$ cat src/rtl/rst_seq_pkg.sv
// Shared definitions for the reset sequencer: FSM encoding and a width helper.
package rst_seq_pkg;

  typedef enum logic [1:0] {
    ST_ASSERT  = 2'd0,
    ST_RELEASE = 2'd1,
    ST_RUN     = 2'd2
  } state_t;

  function automatic int clog2(input int value);
    int result;
    result = 0;
    for (int v = value - 1; v > 0; v = v >> 1) begin
      result++;
    end
    return result;
  endfunction

endpackage

$ cat src/rtl/rst_req_sync.sv
// Multi-bit, multi-stage level synchronizer for asynchronous reset requests.
module rst_req_sync #(
  parameter int WIDTH  = 4,
  parameter int STAGES = 2
) (
  input  logic             clk,
  input  logic             reset,
  input  logic [WIDTH-1:0] d,
  output logic [WIDTH-1:0] q
);

  logic [WIDTH-1:0] stage [STAGES];

  always_ff @(posedge clk) begin
    if (reset) begin
      for (int i = 0; i < STAGES; i++) begin
        stage[i] <= '0;
      end
    end else begin
      stage[0] <= d;
      for (int i = 1; i < STAGES; i++) begin
        stage[i] <= stage[i-1];
      end
    end
  end

  assign q = stage[STAGES-1];

endmodule

$ cat src/rtl/rst_sequencer.sv
// Registered reset controller: stretches reset after the last request, then
// releases the domains one by one, each gated by its ready handshake.
module rst_sequencer
  import rst_seq_pkg::*;
#(
  parameter int N_REQ       = 4,
  parameter int N_DOM       = 3,
  parameter int SYNC_STAGES = 2,
  parameter int STRETCH     = 16,
  parameter int ACK_TIMEOUT = 255
) (
  input  logic             clk,
  input  logic             reset,
  input  logic [N_REQ-1:0] req_i,
  input  logic [N_REQ-1:0] req_mask_i,
  input  logic [N_DOM-1:0] dom_ready_i,
  input  logic             cause_clr_i,
  output logic [N_DOM-1:0] dom_rst_o,
  output logic             busy_o,
  output logic             done_o,
  output logic             timeout_o,
  output logic [N_REQ-1:0] cause_o
);

  localparam int STRETCH_W = clog2(STRETCH + 1);
  localparam int TO_W      = clog2(ACK_TIMEOUT + 1);
  localparam int K_W       = (N_DOM > 1) ? clog2(N_DOM) : 1;
  localparam logic [N_DOM-1:0] ALL_ONES = '1;

  state_t               state;
  logic [K_W-1:0]       k;
  logic [STRETCH_W-1:0] stretch_cnt;
  logic [TO_W-1:0]      to_cnt;
  logic [N_REQ-1:0]     req_sync;
  logic [N_REQ-1:0]     eff;
  logic                 any_req;
  logic                 ready_k;
  logic                 to_done;
  logic                 timeout_hit;

  rst_req_sync #(
    .WIDTH  (N_REQ),
    .STAGES (SYNC_STAGES)
  ) u_req_sync (
    .clk   (clk),
    .reset (reset),
    .d     (req_i),
    .q     (req_sync)
  );

  // Masking after the synchronizer keeps the mask a purely synchronous control.
  assign eff         = req_sync & ~req_mask_i;
  assign any_req     = |eff;
  assign ready_k     = dom_ready_i[k];
  assign to_done     = (to_cnt == TO_W'(ACK_TIMEOUT - 1));
  assign timeout_hit = (state == ST_RELEASE) && !ready_k && to_done;

  always_ff @(posedge clk) begin
    if (reset) begin
      state       <= ST_ASSERT;
      k           <= '0;
      stretch_cnt <= '0;
      to_cnt      <= '0;
      dom_rst_o   <= ALL_ONES;
      busy_o      <= 1'b1;
      done_o      <= 1'b0;
      timeout_o   <= 1'b0;
      cause_o     <= '0;
    end else begin
      // Sticky flags: a set in the same cycle as a clear wins.
      cause_o <= eff | (cause_clr_i ? {N_REQ{1'b0}} : cause_o);
      if (timeout_hit) begin
        timeout_o <= 1'b1;
      end else if (cause_clr_i) begin
        timeout_o <= 1'b0;
      end

      if (any_req && state != ST_ASSERT) begin
        state       <= ST_ASSERT;
        k           <= '0;
        stretch_cnt <= '0;
        to_cnt      <= '0;
        dom_rst_o   <= ALL_ONES;
        busy_o      <= 1'b1;
        done_o      <= 1'b0;
      end else begin
        case (state)
          ST_ASSERT: begin
            dom_rst_o <= ALL_ONES;
            if (any_req) begin
              stretch_cnt <= '0;
            end else if (stretch_cnt == STRETCH_W'(STRETCH - 1)) begin
              state       <= ST_RELEASE;
              k           <= '0;
              to_cnt      <= '0;
              stretch_cnt <= '0;
              dom_rst_o   <= ALL_ONES << 1;
            end else if (stretch_cnt != {STRETCH_W{1'b1}}) begin
              stretch_cnt <= stretch_cnt + 1'b1;
            end
          end
          ST_RELEASE: begin
            // Lower domains are already released, so a left shift frees domain k+1.
            if (ready_k || to_done) begin
              to_cnt    <= '0;
              dom_rst_o <= dom_rst_o << 1;
              if (k == K_W'(N_DOM - 1)) begin
                state  <= ST_RUN;
                busy_o <= 1'b0;
                done_o <= 1'b1;
              end else begin
                k <= k + 1'b1;
              end
            end else begin
              to_cnt <= to_cnt + 1'b1;
            end
          end
          ST_RUN: begin
            dom_rst_o <= '0;
          end
          default: begin
            state     <= ST_ASSERT;
            dom_rst_o <= ALL_ONES;
            busy_o    <= 1'b1;
            done_o    <= 1'b0;
          end
        endcase
      end
    end
  end

endmodule

$ cat config.mk
export PLATFORM = sky130hd
export DESIGN_NAME = rst_sequencer
export DESIGN_NICKNAME = d
export VERILOG_FILES = /design/src/rtl/rst_seq_pkg.sv /design/src/rtl/rst_req_sync.sv /design/src/rtl/rst_sequencer.sv
export SDC_FILE = /design/constraint.sdc
export NUM_CORES = 1
export LEC_CHECK = 0
export CORE_UTILIZATION = 61
export CTS_CLUSTER_SIZE = 14
export DETAILED_ROUTE_END_ITERATION = 10
export DONT_BUFFER_PORTS = 1
export GPL_ROUTABILITY_DRIVEN = 0
export PLACE_DENSITY_LB_ADDON = 0.12
export SYNTH_ARGS = -nofsm -noshare
export SYNTH_HDL_FRONTEND = slang
export SYNTH_SLANG_ARGS = --single-unit
$ cat constraint.sdc
create_clock -name clk -period 2.1 [get_ports clk]
set_input_delay 0.525 -clock clk [delete_from_list [all_inputs] [get_ports clk]]
set_output_delay 0.525 -clock clk [all_outputs]
set_load 0.03 [all_outputs]
Word-level counts from Yosys, hierarchy flattened:

Memory sizes are Yosys's and may differ from the RTL's.
Index checks and enable logic that the tools add are counted.

* add/sub/neg operators: 3
* order comparisons: 1
* equal/unequal tests: 11
* muxes and demuxes: 37
* bitwise gates (word level): 7
* reduce and logical (&&, ||, !) cells: 18

Operators with widths (count)
* two-way mux 8 bit: 3
* two-way mux 2 bit: 8
* one-hot mux 8 bit (2 select lines): 1
* two-way mux 5 bit: 3
* two-way mux 1 bit: 12
* two-way mux 4 bit: 3
* AND reduction 5 bit: 2
* one-hot mux 3 bit (3 select lines): 1
* adder 8 x 1 -> 8 bit, second input constant: 1
* == test 8 bit, second input constant: 1
* != test 2 bit, second input constant: 3
* one-hot mux 2 bit (3 select lines): 1
* AND reduction 3 bit: 2
* nonzero test 2 bit: 3
* adder 5 x 1 -> 5 bit, second input constant: 1
* == test 5 x 4 -> 1 bit, second input constant: 1
* != test 5 bit, second input constant: 1
* bitwise AND 4 bit: 1
* == test 2 bit, second input constant: 2
* != test 2 x 1 -> 1 bit, second input constant: 2
* inverter 4 bit: 1
* bitwise OR 4 bit: 1
* one-hot mux 1 bit (2 select lines): 2
* one-hot mux 2 bit (2 select lines): 1
* other kinds (15): 20

* bits in registers: 27
* memory bits (writable): 8
* output and inout port bits: 10
* logic and storage cells: 87
* memories kept: 1

Memory list
* u_req_sync.stage: words 2, width 4, rd ports 2, clocked after memory_dff 0, write ports 2, RTL line rst_req_sync.sv:12 `logic [WIDTH-1:0] stage [STAGES];`

Longest topological paths before layout:

Gate-level depths: netlist of run 1.

* depth after elaboration: 6
* gate-level depth with buffers: 8

Cells and area by module:

Synthesis of run 1 repeated with hierarchy kept, for this count alone.

* cells, all modules: 188
* area total of the unflattened synthesis: 1705.4 um2

Modules (own cells, without submodules)
* rst_sequencer: instances 1, cells an instance 168, area an instance 1465.2 um2, seq. area each 540.5 um2
* rst_req_sync: instances 1, cells an instance 20, area an instance 240.2 um2, seq. area each 160.2 um2

Worst setup path before layout of run 1:

OpenSTA, ideal clock, no wires.

* path kind: input -> register
* start: input req_mask_i[1]
* end: register to_cnt[3]
* data arrival time: 1.649 ns
* path slack: 0.376 ns
* stages on the path: 6
* path buffers: 1
* cells stage by stage: nand2b_1 -> nand4_4 -> a21o_1 -> buf_2 -> or3_1 -> o22ai_1

* longest elaborated chain between the ends: 5
* elaborated cells on any way between the ends: 7
* classes of those cells: eq/ne: 1; bitwise: 2; reduce/logical: 4

RTL lines
* from (decl): RTL line rst_sequencer.sv:15 `input logic [N_REQ-1:0] req_mask_i,`
* inverter 4 bit *: RTL line rst_sequencer.sv:52 `assign eff = req_sync & ~req_mask_i;`
* bitwise AND 4 bit *: RTL line rst_sequencer.sv:52
* OR reduction 4 bit *: RTL line rst_sequencer.sv:53 `assign any_req = |eff;`
* != test 2 bit (no line) / logical AND 1 bit (equally long branches)
* AND reduction 3 bit (no line) / OR reduction 2 bit (equally long branches)
* to (signal assigned): RTL line rst_sequencer.sv:115 `to_cnt <= to_cnt + 1'b1;`
* to (decl): RTL line rst_sequencer.sv:33 `logic [TO_W-1:0] to_cnt;`

Every way passes the cells marked *; elsewhere a longest branch is shown, timed or not.
A chain may end at the register's enable or synchronous reset.

Worst setup path in the final report of run 1:

* start: register state[0]
* end: register k[0]

* longest elaborated chain between the ends: 3
* elaborated cells on any way between the ends: 12
* classes of those cells: eq/ne: 5; mux: 1; reduce/logical: 6

RTL lines
* from (decl): RTL line rst_sequencer.sv:30 `state_t state;`
* from (signal assigned): RTL line rst_sequencer.sv:60 `state <= ST_ASSERT;`
* from (signal assigned): RTL line rst_sequencer.sv:79 `state <= ST_ASSERT;`
* from (signal assigned): RTL line rst_sequencer.sv:93 `state <= ST_RELEASE;`
* == test 2 x 1 -> 1 bit (tied with other cells): RTL line rst_sequencer.sv:87 `case (state)`
* != test 2 bit (no line) (tied with other cells)
* AND reduction 5 bit (no line) / OR reduction 2 bit (equally long branches)
* to (signal assigned): RTL line rst_sequencer.sv:112 `k <= k + 1'b1;`
* to (decl): RTL line rst_sequencer.sv:31 `logic [K_W-1:0] k;`

Parallel ways exist; a longest one is shown, timed or not.

==> results of run 1 <==
-- routing by layer --
layer  part of all wire [%]  wire, um  GRT usage [%]
met1                     43      1480           28.4
met2                     48      1620           42.3
met3                    5.7       192           8.47
met4                    3.1       105           14.0
met5                      0         0              0
-- worst paths after layout --
check	startpoint	endpoint	slack, ns	cells past startpoint
setup / recovery	state[0]$_SDFFE_PP0P_	k[0]$_SDFFE_PP0P_	0.16	7
hold / removal	reset	cause_o[3]$_SDFF_PP0_	0.24	1
setup reg to reg	state[0]$_SDFFE_PP0P_	k[0]$_SDFFE_PP0P_	0.16	7
hold reg to reg	u_req_sync.stage[0][1]$_SDFF_PP0_	u_req_sync.stage[0][5]$_SDFF_PP0_	0.44	1
-- state kept, by name, summed over array words and instances (netlist names) --
| register | cells |
|---|---|
| u_req_sync.stage | 8 |
| state | 2 |
| timeout_o | 1 |
| cause_o | 4 |
| to_cnt | 8 |
| stretch_cnt | 5 |
| k | 2 |
| dom_rst_o | 3 |
| busy_o | 1 |
| done_o | 1 |
-- synth_stat cells --
| cell | instances |
|---|---|
| mux2i_1 | 1 |
| o31ai_1 | 2 |
| and2_1 | 1 |
| inv_1 | 9 |
| nand3_1 | 7 |
| o41ai_1 | 1 |
| nand4b_1 | 2 |
| o21ai_0 | 6 |
| and3_1 | 2 |
| a21oi_1 | 16 |
| o211a_1 | 1 |
| ha_1 | 8 |
| nand3b_1 | 1 |
| o32ai_1 | 1 |
| or2b_2 | 1 |
| a21o_1 | 2 |
| and4b_1 | 1 |
| dfxtp_1 | 35 |
| o211ai_2 | 1 |
| and4_1 | 1 |
| or2_0 | 1 |
| buf_2 | 4 |
| o2bb2ai_1 | 1 |
| clkbuf_1 | 3 |
| a211oi_1 | 2 |
| nand4_1 | 4 |
| nor2b_1 | 9 |
| xor2_1 | 3 |
| a2bb2oi_2 | 1 |
| o22ai_1 | 5 |
| nand2b_1 | 9 |
| nor2_1 | 7 |
| nor3_1 | 6 |
| or3_1 | 6 |
| nand2_1 | 16 |
| o211ai_1 | 4 |
| nand4_4 | 1 |
| a2111oi_0 | 2 |
-- area by class of cell --
cell class	count	area [um^2]	area share (%)
Multi-Input combinational cell	132	862	48.8
Inverter	9	33.8	1.91
Timing Repair Buffer	6	45.0	2.55
Clock buffer	6	51.3	2.91
Clock inverter	2	35.0	1.98
Sequential cell	35	701	39.7
Tap cell	30	37.5	2.13
-- logic make-up after synthesis --
| family | synth area share [%] |
|---|---|
| compound gates | 18.3 |
| xor+xnor | 1.62 |
| fa+ha+maj | 6.16 |
| buf+inv | 4.00 |
| flops | 43.1 |
| mux | 0.616 |
| simple gates | 26.2 |
-- report_power, final --
part           leakage, nW  switching, mW  internal (mW)
Sequential           0.284         0.0104          0.677
Combinational        0.298         0.0269         0.0228
Clock               0.0482          0.229          0.281
Total                0.631          0.266          0.981
-- through the flow --
step	cell area, um^2	power (mW)	util [%]	instances	setup WS, ns
after floorplan	1630	0.742	-	183	0.376
after global placement	1680	0.750	67.1	212	0.184
after detailed placement	1680	0.752	67.1	212	0.0897
after CTS	1760	1.26	70.5	220	0.156
after global routing	1770	1.28	70.6	220	0.00816
final	1770	1.25	70.6	220	0.163
==> results.yml, run 1 <==
worst_setup_path:
  crit_buf_inv: 2
  endpoint_kind: "flip-flop"
  critPathKind: "flip-flop to flip-flop"
  slowest_stage: "dfxtp_1"
  crit_path_max_incr_delay_ns: 0.38
  start_kind: "flip-flop"
  worstPathRequired_ns: 2.35
  path_delay_family: "compound AO/OA/AOI/OAI gates"
  critPathArrivalTime_ns: 2.19
  path_cells: "inv_1, ha_1, buf_4, nand2_1, a2bb2oi_2, a211oi_1, o31ai_1"
  worst-path-max-fanout: 10
pwr:
  leakagePower_nw: 0.631
  powerDensity_mw_per_mm2: 706
  ir_drop_v: 0.000603
clocking:
  cts_buffer_depth: 2
  cts_tree: "yes"
  numCtsBuffers: 5
  cts_hold_buffers: 0
  cts_root_buf: "clkbuf_4"
  clock_latency_ns: 0.34
  ctsResizeCount: 0
  cts_max_level: 2
  clock-sinks: 35
  clk_pin_slew_worst_paths_ns: 0.11
  post_cts_buffers: 0
global_route:
  grt_pass1_wl_mm: 5.08
  grt-ovfl-total: 0
  grt_max_degree: 18
  grt_pass1_vias: 1223
  antenna_found_initial: 0
  grt_usage_pct: 25.4
timing:
  setup_violations: 0
  setup_tns_ns: 0
  fmax_ghz: 0.516
  clock_skew_ns: 0.00401
  period_minus_slack_ns: 1.94
  hold_violations: 0
  hold_slack_ns: 0.236
  drv_slew: 0
  worst_pin_slew_ns: 0.493
  slew_headroom_pct: 67.1
  fin_crit_sh_pct: 92.2
  rsz0062_at_grt: "no"
synth:
  synth_top_area_share_pct: 43.1
  synth.distinct_cells: 38
  yosysTopAreaCell: "dfxtp_1"
  postSynthAreaPerCell_um2: 8.88
  synth-seq-cells: 35
  yosys_warnings: 0
  ys_top_cells_by_area: "dfxtp_1 (43%), ha_1 (6.2%), a21oi_1 (4.9%), nand2_1 (3.7%), nand2b_1 (3.5%)"
  synthCells: 183
  synth_area_mm2: 0.00163
  syn-num-nets: 205
  ys_seq_area_share_pct: 43.1
place:
  place_hpwl_mm: 2.45
  port_buffers: 0
layout:
  final_common_cell: "dfxtp_1"
  syn_to_final_growth_pct: 8.62
  drive_gt1_share_pct: 10.0
  fillCellCount: 219
  final_cell_mix: "dfxtp_1 (35), nand2_1 (16), a21oi_1 (16)"
  layout.nets: 211
  diodes: 0
detailed_routing:
  ant_nets: 0
  wirelength_mm: 3.40
  route.detailed.drc: 0
  viasPerCell: 6.15
  wire_per_inst_um: 15.4
  drt_iter0_drc: 43
  firstDrtPassIters: 4
  via_count: 1352
run_status:
  status: "finished clean"
die:
  dieArea_mm2: 0.00288
  fp.dieH_um: 53.6
  core-area_mm2: 0.00250
  num_io_pins: 24
  rows: 18
  fp.dieW_um: 53.6
  initial_core_util_pct: 65.0
run:
  maxCapViolCount: 0
worst_hold_path:
  hold_path_class: "input port to flip-flop"
Power figures use the tool's default switching activity.
==> run 2, diff against run 1 <==
--- a/config.mk
+++ b/config.mk
@@ -5,12 +5,12 @@
 export SDC_FILE = /design/constraint.sdc
 export NUM_CORES = 1
 export LEC_CHECK = 0
-export CORE_UTILIZATION = 61
+export CORE_UTILIZATION = 53
 export CTS_CLUSTER_SIZE = 14
 export DETAILED_ROUTE_END_ITERATION = 10
-export DONT_BUFFER_PORTS = 1
 export GPL_ROUTABILITY_DRIVEN = 0
 export PLACE_DENSITY_LB_ADDON = 0.12
+export SETUP_SLACK_MARGIN = 0.1
 export SYNTH_ARGS = -nofsm -noshare
 export SYNTH_HDL_FRONTEND = slang
 export SYNTH_SLANG_ARGS = --single-unit
==> run 2 against run 1 <==
  * Cell area up 19%
  * Final cell count up 15%
  * Maximum frequency up 1.5%
  * Combinational power up 92%
  * Register-to-register slack better by 0.09 ns
  * Sequential share of layout area down 6.3 points
  * Highest routed layer unchanged
  * First-iteration DRC count up 58%
  * Via count up 8.2%
  * The flow now finishes with violations (design-rule violations)
  * Worst setup slack better by 0.028 ns
  * Clock skew up 0.0093 ns
==> results.yml, run 2 (synthesis results as in run 1) <==
timing:
  clock_skew_ns: 0.0133
  drv_slew: 0
  setup_violations: 0
  worst_pin_slew_ns: 0.443
  rsz0062_at_grt: "no"
  fin_crit_sh_pct: 90.9
  timing.final.ws_setup_ns: 0.191
  slew_headroom_pct: 70.1
  period_minus_slack_ns: 1.91
  fmax_ghz: 0.524
  hold_violations: 0
worst_setup_path:
  crit_path_max_incr_delay_ns: 0.68
  endpoint_kind: "output pin"
  path_cells: "clkdlybuf4s50_1"
  crit_buf_inv: 1
  slowest_stage: "clkdlybuf4s50_1"
  worst-path-max-fanout: 3
  critPathKind: "flip-flop to output pin"
  path_delay_family: "buffers and inverters"
  critPathArrivalTime_ns: 1.38
  worstPathRequired_ns: 1.57
  start_kind: "flip-flop"
clocking:
  cts_buffer_depth: 2
  clock-sinks: 35
  cts_root_buf: "clkbuf_4"
  clock_latency_ns: 0.34
  cts_tree: "yes"
  numCtsBuffers: 5
  clk_pin_slew_worst_paths_ns: 0.10
  cts_max_level: 2
global_route:
  antenna_found_initial: 0
  grt-ovfl-total: 0
  grt_pass1_vias: 1343
  grt_pass1_wl_mm: 6.04
  grt_max_degree: 16
  grt_usage_pct: 24.2
run_status:
  violations: "design-rule violations"
  status: "complete, but fails checks"
pwr:
  p_seq_share_pct: 49.6
  swShare_pct: 20.0
  leakagePower_nw: 0.776
  p_comb_share_pct: 6.9
  internal_power_mw: 1.10
  powerDensity_mw_per_mm2: 658
  power_mw: 1.38
  ir_drop_v: 0.000588
  p_sw_mw: 0.277
  p_clk_share_pct: 43.5
layout:
  final_cell_mix: "dfxtp_1 (35), clkdlybuf4s50_1 (23), nand2_1 (16), a21oi_1 (16), buf_4 (16)"
  multi_input_area_um2: 873
  drive_gt1_share_pct: 12.6
  syn_to_final_growth_pct: 29.1
  final_cell_count_no_fill: 254
  final_common_cell: "dfxtp_1"
  diodes: 0
  seq_area_um2: 701
  fillCellCount: 211
  layout.nets: 244
  fin_area_mm2: 0.00210
  fin_util_pct: 74.2
  reg_top3: "to_cnt: 8 flops, u_req_sync.stage: 8 flops, stretch_cnt: 5 flops"
detailed_routing:
  ant_nets: 0
  wire_per_inst_um: 13.7
  viasPerCell: 5.76
  drt_iter0_drc: 68
  firstDrtPassIters: 7
  via_count: 1463
  route.detailed.drc: 2
  wirelength_mm: 3.49
die:
  initial_core_util_pct: 57.5
  rows: 19
  num_io_pins: 24
  dieArea_mm2: 0.00329
  fp.dieW_um: 57.4
  fp.dieH_um: 57.4
  core-area_mm2: 0.00283
worst_hold_path:
  hold_path_class: "flip-flop to flip-flop"
place:
  port_buffers: 23
  place_hpwl_mm: 2.55
  dpl_worst_slack_ns: -0.0600
  dpl-instance-area_mm2: 0.00198
  dp.cells: 246
run:
  maxCapViolCount: 0
==> run 2: cell count changes in the layout (fill, tap and decap cells not counted) <==
cell,previous run,this run
buf_4,6,16
clkbuf_8,1,0
ha_2,0,1
nor2_1,6,7
a2bb2oi_4,0,1
ha_1,8,7
clkinv_2,1,0
a2bb2oi_2,1,0
nor2_2,1,0
bufinv_16,1,2
clkbuf_1,0,1
clkdlybuf4s50_1,0,23
==> run 2: stage by stage <==
stage | hold WS (ns) | setup TNS (ns)
finish | 0.445 | 0
floorplan | 0.414 | 0
CTS | 0.448 | 0
global placement | 0.418 | -0.0657
detailed placement | 0.422 | -0.143
global route | 0.449 | 0
==> run 2: layout make-up <==
class                      instances  share of cell area (%)
tap                               31                    1.85
sequential                        35                    33.4
clock inverter                     2                    2.86
timing repair buffer              39                    16.7
multi-input combinational        132                    41.6
inverter                           9                    1.61
clock buffer                       6                    1.97
==> run 2: worst paths after layout <==
kind | startpoint | end | slack [ns] | cells after the start
min | u_req_sync.stage[0][1]$_SDFF_PP0_ | u_req_sync.stage[0][5]$_SDFF_PP0_ | 0.44 | 1
min reg2reg | u_req_sync.stage[0][1]$_SDFF_PP0_ | u_req_sync.stage[0][5]$_SDFF_PP0_ | 0.44 | 1
max reg2reg | stretch_cnt[0]$_SDFFE_PP0P_ | k[1]$_SDFFE_PP0P_ | 0.25 | 6
max | dom_rst_o[1]$_SDFFE_PP1P_ | dom_rst_o[1] | 0.19 | 1
==> run 2: repair_timing <==
action,4_1_cts,5_1_grt
setup buffers,0,0
resized for setup,0,2
setup endpoints to repair,0,8
hold buffers,0,0
==> run 2: power by group through the flow <==
stage	sequential [mW]	clock, mW	combinational (mW)
2_1_floorplan	0.701	0	0.0409
3_3_place_gp	0.699	0	0.0905
3_5_place_dp	0.699	0	0.0926
4_1_cts	0.684	0.611	0.0934
5_1_grt	0.686	0.641	0.103
6_report	0.685	0.600	0.0952
==> run 2: metal layers <==
| layer | vias up | part of all wire, % | wire, um | track usage (%) |
|---|---|---|---|---|
| li1 | 742 | - | - | - |
| met1 | 683 | 49 | 1700 | 32.5 |
| met2 | 33 | 46 | 1600 | 36.5 |
| met3 | 5 | 4.0 | 141 | 7.48 |
| met4 | 0 | 1.3 | 46 | 9.41 |
| met5 | - | 0 | 0 | 0 |
==> run 3, diff against run 2 <==
--- a/config.mk
+++ b/config.mk
@@ -11,6 +11,7 @@
 export GPL_ROUTABILITY_DRIVEN = 0
 export PLACE_DENSITY_LB_ADDON = 0.12
 export SETUP_SLACK_MARGIN = 0.1
+export SKIP_LAST_GASP = 1
 export SYNTH_ARGS = -nofsm -noshare
 export SYNTH_HDL_FRONTEND = slang
 export SYNTH_SLANG_ARGS = --single-unit
==> results of run 3 <==
Same layout as run 2: the final DEF is identical, and so are final timing and power.
